==> config.mk <==
export PLATFORM = sky130hd
export DESIGN_NAME = dcache_store_buffer_flat
export DESIGN_NICKNAME = d
export VERILOG_FILES = /design/src/rtl/dcache_store_buffer_if.sv /design/src/rtl/dcache_store_buffer.sv /design/src/flat_wrapper.sv
export SDC_FILE = /design/constraint.sdc
export NUM_CORES = 1
export LEC_CHECK = 0
export ABC_CLOCK_PERIOD_IN_PS = 5700
export CORE_UTILIZATION = 45
export CTS_CLUSTER_SIZE = 10
export DETAILED_ROUTE_END_ITERATION = 16
export GPL_ROUTABILITY_DRIVEN = 0
export PLACE_DENSITY_LB_ADDON = 0.25
export SLEW_MARGIN = 10
export SYNTH_ARGS = -nofsm -noshare
export SYNTH_HDL_FRONTEND = slang
export SYNTH_SLANG_ARGS = --single-unit
==> constraint.sdc <==
create_clock -name clk_i -period 5.7 [get_ports clk_i]
set_input_delay 1.14 -clock clk_i [delete_from_list [all_inputs] [get_ports clk_i]]
set_output_delay 1.14 -clock clk_i [all_outputs]
set_load 0.1 [all_outputs]
==> src/rtl/dcache_store_buffer_if.sv <==
// Store-port bundle between the store buffer and the L1 dcache controller.
//
// Handshake: the master raises data_req together with address_index,
// data_wdata, data_be, data_size and data_we, and holds all of them stable
// until the slave answers with data_gnt. The request is accepted on the cycle
// data_req && data_gnt are both high. On the following cycle the master
// presents tag_valid with address_tag for that same request. kill_req is
// never used by the store path. data_rvalid/data_rdata carry load responses
// only and are ignored by a store master.
interface dcache_store_buffer_if #(
    parameter int INDEX_W = 12,
    parameter int TAG_W   = 44
);
    logic [INDEX_W-1:0] address_index;
    logic [TAG_W-1:0]   address_tag;
    logic [63:0]        data_wdata;
    logic               data_req;
    logic               data_we;
    logic [7:0]         data_be;
    logic [1:0]         data_size;
    logic               kill_req;
    logic               tag_valid;
    logic               data_gnt;
    logic               data_rvalid;
    logic [63:0]        data_rdata;

    modport master (
        output address_index, address_tag, data_wdata, data_req, data_we,
               data_be, data_size, kill_req, tag_valid,
        input  data_gnt, data_rvalid, data_rdata
    );

    modport slave (
        input  address_index, address_tag, data_wdata, data_req, data_we,
               data_be, data_size, kill_req, tag_valid,
        output data_gnt, data_rvalid, data_rdata
    );
endinterface

==> src/rtl/dcache_store_buffer.sv <==
// Commit-side store FIFO feeding the dcache store port with the two-phase
// index/tag protocol, plus a page-offset conflict flag for the load unit.
// Optional feature macro: DCACHE_STB_FULL_CNT_EN adds full_cycles_o, a
// saturating count of cycles spent with the buffer full.
module dcache_store_buffer #(
    parameter int DEPTH   = 4,
    parameter int PADDR_W = 56
) (
    input  logic                         clk_i,
    input  logic                         rst_ni,
    input  logic                         st_valid_i,
    output logic                         st_ready_o,
    input  logic [PADDR_W-1:0]           st_paddr_i,
    input  logic [63:0]                  st_data_i,
    input  logic [7:0]                   st_be_i,
    input  logic [1:0]                   st_size_i,
    input  logic [11:0]                  ld_paddr_i,
    output logic                         ld_conflict_o,
    output logic                         empty_o,
    output logic                         dbg_state_o,
    output logic [$clog2(DEPTH+1)-1:0]   dbg_count_o,
`ifdef DCACHE_STB_FULL_CNT_EN
    output logic [31:0]                  full_cycles_o,
`endif
    dcache_store_buffer_if.master        req_port
);

    localparam int PTR_W   = $clog2(DEPTH);
    localparam int CNT_W   = $clog2(DEPTH + 1);
    localparam int INDEX_W = 12;
    localparam int TAG_W   = PADDR_W - INDEX_W;

    typedef enum logic {
        IDLE     = 1'b0,
        SEND_TAG = 1'b1
    } state_e;

    state_e             state_q, state_d;
    logic [PTR_W-1:0]   rd_ptr_q, wr_ptr_q;
    logic [CNT_W-1:0]   count_q;
    logic               push, pop;

    logic [PADDR_W-1:0] mem_paddr [DEPTH];
    logic [63:0]        mem_data  [DEPTH];
    logic [7:0]         mem_be    [DEPTH];
    logic [1:0]         mem_size  [DEPTH];

    logic [PADDR_W-1:0] head_paddr;
    logic               unused_rsp;

    assign head_paddr  = mem_paddr[rd_ptr_q];
    assign st_ready_o  = (count_q != CNT_W'(DEPTH));
    assign push        = st_valid_i && st_ready_o;
    assign empty_o     = (count_q == '0) && (state_q == IDLE);
    assign dbg_state_o = state_q;
    assign dbg_count_o = count_q;
    assign unused_rsp  = ^{req_port.data_rvalid, req_port.data_rdata, ld_paddr_i[2:0]};

    // Entry storage: written on push only, validity is tracked by the pointers
    always_ff @(posedge clk_i) begin
        if (push) begin
            mem_paddr[wr_ptr_q] <= st_paddr_i;
            mem_data[wr_ptr_q]  <= st_data_i;
            mem_be[wr_ptr_q]    <= st_be_i;
            mem_size[wr_ptr_q]  <= st_size_i;
        end
    end

    // Pointers, occupancy and FSM state; reset drops every buffered entry
    always_ff @(posedge clk_i or negedge rst_ni) begin
        if (!rst_ni) begin
            rd_ptr_q <= '0;
            wr_ptr_q <= '0;
            count_q  <= '0;
            state_q  <= IDLE;
        end else begin
            state_q <= state_d;
            if (push) wr_ptr_q <= wr_ptr_q + PTR_W'(1);
            if (pop)  rd_ptr_q <= rd_ptr_q + PTR_W'(1);
            case ({push, pop})
                2'b10:   count_q <= count_q + CNT_W'(1);
                2'b01:   count_q <= count_q - CNT_W'(1);
                default: count_q <= count_q;
            endcase
        end
    end

    // Request FSM: index/data phase held until grant, then one tag cycle that pops the head
    always_comb begin
        state_d                = state_q;
        pop                    = 1'b0;
        req_port.address_index = '0;
        req_port.address_tag   = '0;
        req_port.data_wdata    = '0;
        req_port.data_req      = 1'b0;
        req_port.data_we       = 1'b0;
        req_port.data_be       = '0;
        req_port.data_size     = '0;
        req_port.kill_req      = 1'b0;
        req_port.tag_valid     = 1'b0;
        case (state_q)
            IDLE: begin
                if (count_q != '0) begin
                    req_port.data_req      = 1'b1;
                    req_port.data_we       = 1'b1;
                    req_port.address_index = head_paddr[INDEX_W-1:0];
                    req_port.data_wdata    = mem_data[rd_ptr_q];
                    req_port.data_be       = mem_be[rd_ptr_q];
                    req_port.data_size     = mem_size[rd_ptr_q];
                    if (req_port.data_gnt) state_d = SEND_TAG;
                end
            end
            SEND_TAG: begin
                req_port.tag_valid   = 1'b1;
                req_port.address_tag = head_paddr[PADDR_W-1:INDEX_W];
                pop                  = 1'b1;
                state_d              = IDLE;
            end
            default: state_d = IDLE;
        endcase
    end

    // Load conflict: any live entry (head included until popped) in the same 64-bit word
    always_comb begin
        logic [PTR_W-1:0] offs;
        ld_conflict_o = 1'b0;
        offs          = '0;
        for (int i = 0; i < DEPTH; i++) begin
            offs = PTR_W'(i) - rd_ptr_q;
            if ((CNT_W'(offs) < count_q) && (mem_paddr[i][11:3] == ld_paddr_i[11:3]))
                ld_conflict_o = 1'b1;
        end
    end

`ifdef DCACHE_STB_FULL_CNT_EN
    logic [31:0] full_cycles_q;
    assign full_cycles_o = full_cycles_q;

    // Saturating count of cycles spent with every entry occupied
    always_ff @(posedge clk_i or negedge rst_ni) begin
        if (!rst_ni) begin
            full_cycles_q <= '0;
        end else if ((count_q == CNT_W'(DEPTH)) && (full_cycles_q != 32'hFFFF_FFFF)) begin
            full_cycles_q <= full_cycles_q + 32'd1;
        end
    end
`endif

endmodule
==> src/flat_wrapper.sv <==
// flat-port wrapper written by rule: the top's interface ports become plain ports
module dcache_store_buffer_flat 
#(
    parameter int DEPTH   = 4,
    parameter int PADDR_W = 56
)
  (clk_i, rst_ni, st_valid_i, st_ready_o, st_paddr_i, st_data_i, st_be_i, st_size_i, ld_paddr_i, ld_conflict_o, empty_o, dbg_state_o, dbg_count_o, req_port_address_index, req_port_address_tag, req_port_data_wdata, req_port_data_req, req_port_data_we, req_port_data_be, req_port_data_size, req_port_kill_req, req_port_tag_valid, req_port_data_gnt, req_port_data_rvalid, req_port_data_rdata);
  dcache_store_buffer_if req_port_i ();
  input  logic clk_i;
  input  logic rst_ni;
  input  logic st_valid_i;
  output logic st_ready_o;
  input  logic [PADDR_W-1:0] st_paddr_i;
  input  logic [63:0] st_data_i;
  input  logic [7:0] st_be_i;
  input  logic [1:0] st_size_i;
  input  logic [11:0] ld_paddr_i;
  output logic ld_conflict_o;
  output logic empty_o;
  output logic dbg_state_o;
  output logic [$clog2(DEPTH+1)-1:0] dbg_count_o;
  output wire logic [$bits(req_port_i.address_index)-1:0] req_port_address_index;
  output wire logic [$bits(req_port_i.address_tag)-1:0] req_port_address_tag;
  output wire logic [$bits(req_port_i.data_wdata)-1:0] req_port_data_wdata;
  output wire logic [$bits(req_port_i.data_req)-1:0] req_port_data_req;
  output wire logic [$bits(req_port_i.data_we)-1:0] req_port_data_we;
  output wire logic [$bits(req_port_i.data_be)-1:0] req_port_data_be;
  output wire logic [$bits(req_port_i.data_size)-1:0] req_port_data_size;
  output wire logic [$bits(req_port_i.kill_req)-1:0] req_port_kill_req;
  output wire logic [$bits(req_port_i.tag_valid)-1:0] req_port_tag_valid;
  input wire logic [$bits(req_port_i.data_gnt)-1:0] req_port_data_gnt;
  input wire logic [$bits(req_port_i.data_rvalid)-1:0] req_port_data_rvalid;
  input wire logic [$bits(req_port_i.data_rdata)-1:0] req_port_data_rdata;
  assign req_port_address_index = req_port_i.address_index;
  assign req_port_address_tag = req_port_i.address_tag;
  assign req_port_data_wdata = req_port_i.data_wdata;
  assign req_port_data_req = req_port_i.data_req;
  assign req_port_data_we = req_port_i.data_we;
  assign req_port_data_be = req_port_i.data_be;
  assign req_port_data_size = req_port_i.data_size;
  assign req_port_kill_req = req_port_i.kill_req;
  assign req_port_tag_valid = req_port_i.tag_valid;
  assign req_port_i.data_gnt = req_port_data_gnt;
  assign req_port_i.data_rvalid = req_port_data_rvalid;
  assign req_port_i.data_rdata = req_port_data_rdata;
  dcache_store_buffer #(.DEPTH(DEPTH), .PADDR_W(PADDR_W)) u_core (.clk_i(clk_i), .rst_ni(rst_ni), .st_valid_i(st_valid_i), .st_ready_o(st_ready_o), .st_paddr_i(st_paddr_i), .st_data_i(st_data_i), .st_be_i(st_be_i), .st_size_i(st_size_i), .ld_paddr_i(ld_paddr_i), .ld_conflict_o(ld_conflict_o), .empty_o(empty_o), .dbg_state_o(dbg_state_o), .dbg_count_o(dbg_count_o), .req_port(req_port_i));
endmodule
==> results by group, run 1 <==
Logic synthesis
  • Area contributors post-synth: edfxtp_1 76%, mux4_2 14%, and2_1 4.0%
  • Netlist cell types: 28
  • Synth Area in Simple Gates: 4.65%
  • XOR/XNOR Fraction of Synth Area: 1.83%
  • Post-synth EDFFs: 520
  • Cell Area, Synth: 20600 sq um
  • Async SR Flop Fraction: 1.52%
  • Syn Inst Count: 942
  • Avg Inst Size Synth: 21.9 sq um
  • Largest family of logic cells by synthesized area: multiplexers
  • Main synth FF type: edfxtp_1
  • Seq cells post-synth: 528
  • Post-synth top area share: 75.7%
  • Top-count cell post-synth: edfxtp_1
  • Compound-Gate Fraction of Synth Area: 0.316%
  • Post-Synth Adder-Cell Area: 0.643%
  • Synth warn: 0
  • Syn Nets: 1163
  • Multiplexer share of the synthesized area: 14.2%
  • Synth area leader: edfxtp_1
  • Post-synth top cells: 520 x edfxtp_1, 132 x and2_1, 130 x mux4_2
  • Sequential share of the synthesized area: 76.7%

Floorplanning
  • Chip width: 216 microns
  • Die height: 216 microns
  • FP Rows: 78
  • I/O Pins: 352
  • Die area: 46700 sq um
  • Core area: 45300 sq um
  • Initial Util: 45.5%

Detailed routing
  • Routed wire length per instance: 22.6 microns
  • Initial drt markers: 563
  • Routed Antenna Nets: 0
  • DRT Wirelength: 42.3 mm
  • Vias per cell: 5.26
  • DRT Pass-1 Iters: 5
  • Vias: 9828
  • Drc violations: 0

Placement
  • Dpl cells: 1787
  • DP Wirelength: 24.8 mm
  • Port bufs: 282

Hold path
  • HP Class: reg -> reg
  • Min-delay src: u_core.dbg_count_o[1]

STA
  • Setup TNS: 0 ps
  • Max_slew headroom: 25.5%
  • Final Slew Violations: 0
  • RSZ-0062 raised after global routing: no
  • Final Hold Vio Count: 0
  • Worst slew pin tran: 1110 ps
  • FMAX: 0.206 GHz
  • Skew final: 17.9 ps
  • Tcrit/Tclk final: 85.3%
  • Setup violations, final: 0
  • Period minus WS final: 4860 ps

Layout
  • Area Growth Syn to Fin: 25.1%
  • Nets: 1469
  • Share of cells above drive strength 1: 17.5%
  • Storage element area: 15800 sq um
  • Final core utilization: 57.0%
  • Final non-filler cell total: 1870
  • Multi-input gate area: 4490 sq um
  • Fillcell total: 3448

Global route
  • Pin count of the biggest net entering global routing: 67
  • Global-route wire length before repair: 64.1 mm
  • Initial antenna violation count: 6
  • GRT Overall Usage: 18.4%
  • Vias in the first global route: 10600
  • Grt ovf: 0

CTS
  • CTS Hold Bufs: 0
  • Clock Path Buffers: 3
  • CTS tree: done
  • CTS Root Cell: clkbuf_16
  • Clock transition at path regs: 50 ps
  • Max H-tree Level: 2
  • TritonCTS Buffers: 59
  • Post-CTS setup buffer count: 0
  • # resized after CTS: 0
  • Clock latency on the worst-skew pair: 610 ps
  • Sink Count: 528

Setup path
  • Worst Setup EP: req_port_address_tag[36]
  • WP data required: 4560 ps
  • Critical path class: reg -> out
  • Crit path launch: u_core.rd_ptr_q[0]
  • Arrival @ worst endpoint: 3720 ps
  • Flop2flop setup slack: 3100 ps
  • Reg-to-reg endpoint: u_core.mem_data[1][2]
  • R2R Path Start: u_core.dbg_count_o[0]
  • Max incr delay on CP: 990 ps
  • CP top delay family: buffers and inverters
  • Crit-path slowest cell: dfrtp_4
  • Crit path launch type: flip-flop
  • Ordered list of cells on the worst path: buf_4, mux4_2, and2_1, clkdlybuf4s50_1
  • WP buf/inv: 2
  • Critical Path Sink Type: output port
  • Max Fanout on Critical Path: 41
  • Worst R2R Path Depth: 4
  • Critical Path Stages: 4

Flow run
  • Max-cap violations: 0

Status
  • Status: complete, no violations
worst min path at each step:
stage / endpoint / slack [ps] / cells past startpoint
after floorplan: u_core.wr_ptr_q[1] / 580 / 2
after global placement: u_core.dbg_count_o[1] / 590 / 2
after detailed placement: u_core.dbg_count_o[1] / 590 / 2
after CTS: u_core.dbg_count_o[1] / 600 / 2
after global routing: u_core.dbg_count_o[1] / 660 / 2
final: u_core.dbg_count_o[1] / 590 / 2
logic make-up (layout without fill, tap and decap cells):
family                   Yosys count  in the layout
other                              1              5
buffers and inverters             64            388
adder cells (fa/ha/maj)           10             10
multiplexers                     130            130
AO/OA/AOI/OAI                     10             10
flip-flops                       528            528
XOR/XNOR                          43             43
AND/OR/NAND/NOR                  156            156
layout make-up:
cell class	count	area share, %
inverters	8	0.116
repair buffers	301	12.0
clock buffers	75	6.08
clock inverters	4	0.126
flip-flops and latches	528	61.4
well taps	600	2.91
diodes	4	0.0388
multi-input cells	350	17.4
per-stage QoR:
| stage | worst slack (ps) | area, sq um | hold slack (ps) |
|---|---|---|---|
| after floorplan | 546 | 20600 | 580 |
| after global placement | 1380 | 24200 | 591 |
| after detailed placement | 1380 | 24200 | 586 |
| after CTS | 699 | 25800 | 601 |
| after global routing | 619 | 25800 | 660 |
| final | 840 | 25800 | 593 |
flip-flops by register name, summed over array words and instances (netlist names):
signal / cells
u_core.mem_be: 32
u_core.wr_ptr_q: 2
u_core.mem_data: 256
u_core.rd_ptr_q: 2
u_core.dbg_state_o: 1
u_core.mem_paddr: 224
u_core.mem_size: 8
u_core.dbg_count_o: 3
placed cells by master, fill, tap and decap left out, drive strengths merged, types with 5 or more instances in the layout:
cell type and count:
edfxtp 520, clkdlybuf4s50 280, and2 132, mux4 130
clkbuf 75, xnor2 31, buf 21, xor2 12
ha 9, inv 9, dfrtp 8, nor4 5
tightest hold or removal path, stage by stage, from the launching register on:
cell and delay, ps:
dfrtp_1 430, nand2_1 60, o21ai_0 60
metal layers:
metal	GRT usage, %	vias up	share of wire [%]
met5	0	-	0.11
met2	29.5	273	49
met3	6.50	65	8.5
met4	4.67	8	1.8
li1	-	4398	-
met1	24.2	5084	41
Power of run 1 is not shown: default switching activity piles up to over one toggle a cycle in this logic, so the estimate is an artifact.
==> inputs of run 2 (changes only) <==
--- a/config.mk
+++ b/config.mk
@@ -5,13 +5,13 @@
 export SDC_FILE = /design/constraint.sdc
 export NUM_CORES = 1
 export LEC_CHECK = 0
-export ABC_CLOCK_PERIOD_IN_PS = 5700
+export ABC_CLOCK_PERIOD_IN_PS = 4320
 export CORE_UTILIZATION = 45
 export CTS_CLUSTER_SIZE = 10
 export DETAILED_ROUTE_END_ITERATION = 16
 export GPL_ROUTABILITY_DRIVEN = 0
 export PLACE_DENSITY_LB_ADDON = 0.25
-export SLEW_MARGIN = 10
+export SLEW_MARGIN = 15
 export SYNTH_ARGS = -nofsm -noshare
 export SYNTH_HDL_FRONTEND = slang
 export SYNTH_SLANG_ARGS = --single-unit
==> constraint.sdc (replaced) <==
create_clock -name clk_i -period 4.32 [get_ports clk_i]
set_input_delay 0.864 -clock clk_i [delete_from_list [all_inputs] [get_ports clk_i]]
set_output_delay 0.864 -clock clk_i [all_outputs]
set_load 0.1 [all_outputs]
==> results by group, run 2 (same netlist as run 1, synthesis figures left out) <==
Status
  • Status: complete, no violations

CTS
  • Clock latency on the worst-skew pair: 590 ps (-20 ps)
  • Post-CTS setup buffer count: 0 (unchanged)
  • CTS tree: done
  • CTS Hold Bufs: 0 (unchanged)
  • CTS Root Cell: clkbuf_16
  • Sink Count: 528 (unchanged)
  • TritonCTS Buffers: 59 (unchanged)
  • Clock transition at path regs: 60 ps (about the same)
  • Max H-tree Level: 2 (unchanged)
  • # resized after CTS: 0 (unchanged)
  • Clock Path Buffers: 3 (unchanged)

STA
  • Tcrit/Tclk final: 89.5%
  • Worst slew pin tran: 1080 ps (-38.3 ps)
  • Period minus WS final: 3870 ps
  • Final Hold Vio Count: 0 (unchanged)
  • Skew final: 14.8 ps (-3.18 ps)
  • RSZ-0062 raised after global routing: no
  • Setup TNS: 0 ps (unchanged)
  • FMAX: 0.259 GHz
  • Max_slew headroom: 28.0% (+2.6 points)
  • Setup violations, final: 0 (unchanged)
  • Final Slew Violations: 0 (unchanged)

Global route
  • Initial antenna violation count: 4 (-2)
  • Vias in the first global route: 10500 (-0.93%)
  • Global-route wire length before repair: 63.9 mm (-0.36%)
  • Grt ovf: 0 (unchanged)
  • GRT Overall Usage: 18.4% (-0.063 points)
  • Pin count of the biggest net entering global routing: 100 (+49%)

Floorplanning
  • Core area: 45300 sq um (unchanged)
  • Die height: 216 microns (unchanged)
  • Die area: 46700 sq um (unchanged)
  • I/O Pins: 352 (unchanged)
  • Chip width: 216 microns (unchanged)
  • Initial Util: 45.5% (unchanged)
  • FP Rows: 78 (unchanged)

Layout
  • Nets: 1469 (unchanged)
  • Most frequent cells in the layout: 520 x edfxtp_1, 148 x clkdlybuf4s50_1, 143 x buf_4, 132 x and2_1, 130 x mux4_2
  • Top flop regs: u_core.mem_data x256, u_core.mem_paddr x224, u_core.mem_be x32
  • Multi-input gate area: 4500 sq um (+0.14%)
  • Fillcell total: 3456 (+0.23%)
  • Commonest non-fill, non-tap cell in the layout: edfxtp_1
  • Storage element area: 15800 sq um (unchanged)
  • Max reg flops: 256 (unchanged)
  • Largest reg by FF count: u_core.mem_data
  • Area Growth Syn to Fin: 23.3%
  • Share of cells above drive strength 1: 27.9% (+10 points)

Hold path
  • HP Class: in -> async

Placement
  • DP Wirelength: 24.4 mm (-1.8%)
  • Port bufs: 282 (unchanged)

Setup path
  • Critical Path Sink Type: output port
  • Max Fanout on Critical Path: 17 (-59%)
  • Crit path launch type: flip-flop
  • Critical path class: reg -> out
  • Reg-to-reg endpoint: u_core.mem_data[2][24]
  • Flop2flop setup slack: 1950 ps (-1150 ps)
  • Worst R2R Path Depth: 4 (unchanged)
  • WP data required: 3460 ps (-1100 ps)
  • R2R Path Start: u_core.dbg_count_o[0]
  • Arrival @ worst endpoint: 3000 ps (-720 ps)

Detailed routing
  • DRT Pass-1 Iters: 4 (-1)
  • Routed wire length per instance: 22.6 microns (-0.19%)
  • Vias per cell: 5.35 (+1.8%)
  • Initial drt markers: 541 (-3.9%)
  • Drc violations: 0 (unchanged)
  • Vias: 9982 (+1.6%)
  • Routed Antenna Nets: 0 (unchanged)
  • DRT Wirelength: 42.2 mm (-0.46%)

Flow run
  • Max-cap violations: 0 (unchanged)
run 2: metrics by stage:
step	area [sq um]	setup slack, ps	instances	hold WS [ps]	util [%]
final	25400	452	1865	588	56.1
after global placement	23900	826	1787	567	52.7
after detailed placement	23900	832	1787	569	52.7
after CTS	25400	412	1863	582	56.1
after global routing	25400	304	1863	599	56.1
after floorplan	20600	4.16	942	568	-
run 2: worst max-delay path, stage by stage, from the launching register on:
cell and delay (ps):
dfrtp_4 660, xor2_1 240, inv_1 70, ha_1 270
a21oi_1 60, o2111ai_1 220, nor4_1 90, or4_1 550
buf_4 260
run 2: worst max-delay path by stage:
stage / from / endpoint / cells after the start
2_1_floorplan: u_core.dbg_count_o[1] / u_core.mem_be[0][0] / 3
3_3_place_gp: ld_paddr_i[5] / ld_conflict_o / 6
3_5_place_dp: ld_paddr_i[6] / ld_conflict_o / 6
4_1_cts: u_core.rd_ptr_q[0] / ld_conflict_o / 8
5_1_grt: u_core.rd_ptr_q[0] / ld_conflict_o / 8
6_report: u_core.rd_ptr_q[0] / ld_conflict_o / 8
run 2: final cells by class:
class	count	area share, %
flip-flops and latches	528	62.3
multi-input cells	350	17.7
repair buffers	301	10.8
clock buffers	71	6.03
well taps	600	2.95
inverters	8	0.118
clock inverters	5	0.0935
diodes	2	0.0197
run 2: routing by layer:
metal	track usage (%)	up-vias	part of all wire, %
met4	5.31	6	1.9
met1	25.7	5244	44
met2	28.4	282	47
met5	0	-	0.10
li1	-	4397	-
met3	5.07	53	7.5
Power of run 2 is left out for the same reason.
==> inputs of run 3 (changes only) <==
--- a/config.mk
+++ b/config.mk
@@ -6,7 +6,8 @@
 export NUM_CORES = 1
 export LEC_CHECK = 0
 export ABC_CLOCK_PERIOD_IN_PS = 4320
-export CORE_UTILIZATION = 45
+export CAP_MARGIN = 15
+export CORE_UTILIZATION = 48
 export CTS_CLUSTER_SIZE = 10
 export DETAILED_ROUTE_END_ITERATION = 16
 export GPL_ROUTABILITY_DRIVEN = 0
==> results by group, run 3 (same netlist as run 1, synthesis figures left out) <==
CTS
  • CTS Hold Bufs: 0 (unchanged)
  • Sink Count: 528 (unchanged)
  • Post-CTS setup buffer count: 0 (unchanged)
  • # resized after CTS: 0 (unchanged)
  • Clock transition at path regs: 60 ps (about the same)
  • CTS Root Cell: clkbuf_16
  • TritonCTS Buffers: 59 (unchanged)
  • Clock Path Buffers: 3 (unchanged)
  • Clock latency on the worst-skew pair: 590 ps (about the same)
  • CTS tree: done
  • Max H-tree Level: 2 (unchanged)

Detailed routing
  • Vias: 9908 (-0.74%)
  • Routed Antenna Nets: 0 (unchanged)
  • Initial drt markers: 520 (-3.9%)
  • DRT Wirelength: 41.4 mm (-1.9%)
  • Drc violations: 0 (unchanged)
  • DRT Pass-1 Iters: 4 (unchanged)
  • Vias per cell: 5.50 (+2.7%)
  • Routed wire length per instance: 22.9 microns (+1.5%)

STA
  • Setup TNS: 0 ps (unchanged)
  • RSZ-0062 raised after global routing: no
  • Setup violations, final: 0 (unchanged)
  • Tcrit/Tclk final: 88.8% (-0.77 points)
  • Period minus WS final: 3830 ps (-33.5 ps)
  • Final Slew Violations: 0 (unchanged)
  • Skew final: 17.0 ps (+2.22 ps)
  • Final Hold Vio Count: 0 (unchanged)
  • FMAX: 0.261 GHz (+0.87%)
  • Worst slew pin tran: 1100 ps (+19.8 ps)
  • Max_slew headroom: 26.7% (-1.3 points)

Setup path
  • Critical Path Sink Type: output port
  • Crit-path slowest cell: dfrtp_4
  • WP buf/inv: 2 (unchanged)
  • Crit path launch type: flip-flop
  • Max Fanout on Critical Path: 23 (+6)
  • WP data required: 3460 ps (about the same)
  • Worst R2R Path Depth: 10 (+6)
  • Max incr delay on CP: 650 ps (about the same)
  • Flop2flop setup slack: 2020 ps (+70 ps)
  • Critical path class: reg -> out
  • R2R Path Start: u_core.dbg_count_o[1]
  • Arrival @ worst endpoint: 2970 ps (-30 ps)
  • Reg-to-reg endpoint: u_core.dbg_count_o[2]
  • Ordered list of cells on the worst path: xor2_1, inv_1, ha_1, a21oi_1, o2111ai_1, nor4_1, or4_1, buf_12
  • CP top delay family: simple AND/OR/NAND/NOR gates

Layout
  • Fillcell total: 3004 (-13%)
  • Commonest non-fill, non-tap cell in the layout: edfxtp_1
  • Area Growth Syn to Fin: 22.9%
  • Share of cells above drive strength 1: 27.8% (-0.16 points)
  • Top flop regs: u_core.mem_data x256, u_core.mem_paddr x224, u_core.mem_be x32
  • Max reg flops: 256 (unchanged)
  • Nets: 1464 (-0.34%)
  • Most frequent cells in the layout: 520 x edfxtp_1, 145 x clkdlybuf4s50_1, 141 x buf_4, 132 x and2_1, 130 x mux4_2
  • Largest reg by FF count: u_core.mem_data

Global route
  • GRT Overall Usage: 19.3% (+0.94 points)
  • Vias in the first global route: 10600 (+1.7%)
  • Initial antenna violation count: 5 (+1)
  • Pin count of the biggest net entering global routing: 131 (+31%)
  • Grt ovf: 0 (unchanged)
  • Global-route wire length before repair: 62.8 mm (-1.7%)

Floorplanning
  • Die height: 209 microns (-3.1%)
  • I/O Pins: 352 (unchanged)
  • Core area: 42100 sq um (-7.0%)
  • FP Rows: 75 (-3.8%)
  • Die area: 43800 sq um (-6.2%)
  • Chip width: 209 microns (-3.1%)
  • Initial Util: 48.9% (+3.4 points)

Flow run
  • Max-cap violations: 0 (unchanged)

Placement
  • DP Wirelength: 23.2 mm (-4.8%)
  • Port bufs: 282 (unchanged)

Hold path
  • HP Class: in -> async

Status
  • Status: complete, no violations
[run 3: through the flow]
stage | cell area [sq um] | hold slack (ps) | setup slack, ps | utilization (%) | instances
after floorplan | 20600 | 568 | 4.16 | - | 942
after global placement | 23700 | 573 | 838 | 56.3 | 1721
after detailed placement | 23700 | 586 | 822 | 56.3 | 1721
after CTS | 25300 | 545 | 418 | 60.1 | 1802
after global routing | 25300 | 588 | 341 | 60.1 | 1802
final | 25300 | 585 | 485 | 60.1 | 1803
[run 3: metal layers]
metal / global-route usage [%] / up-vias / part of all wire, %
li1: - / 4384 / -
met1: 24.6 / 5203 / 41
met2: 31.6 / 259 / 49
met3: 6.57 / 58 / 8.3
met4: 5.58 / 4 / 1.7
met5: 0 / - / 0.063
[run 3: worst max path at each step]
stage | depth (start not counted) | startpoint | slack (ps) | end
after global placement | 6 | ld_paddr_i[3] | 840 | ld_conflict_o
after CTS | 8 | u_core.rd_ptr_q[1] | 420 | ld_conflict_o
after global routing | 8 | u_core.rd_ptr_q[1] | 340 | ld_conflict_o
after floorplan | 3 | u_core.dbg_count_o[1] | 4 | u_core.mem_be[0][0]
final | 8 | u_core.rd_ptr_q[1] | 490 | ld_conflict_o
after detailed placement | 6 | ld_paddr_i[3] | 820 | ld_conflict_o
[run 3: layout make-up]
class	instances	area [sq um]	area share (%)
sequential	528	15800	62.4
multi-input combinational	350	4500	17.7
timing repair buffer	296	2710	10.7
clock buffer	80	1600	6.31
tap	539	674	2.66
inverter	8	30.0	0.119
clock inverter	1	3.75	0.0148
antenna	1	2.50	0.00988
[run 3: worst reg2reg max path, stage by stage, from the launching register on]
cell and delay, ps:
dfrtp_1 430, inv_1 220, nand3_1 220, and2_1 280, inv_1 70, ha_1 170, inv_1 70, fa_1 370
xor2_1 150, nor2_1 110, xor2_1 140
Power of run 3 is left out for the same reason.
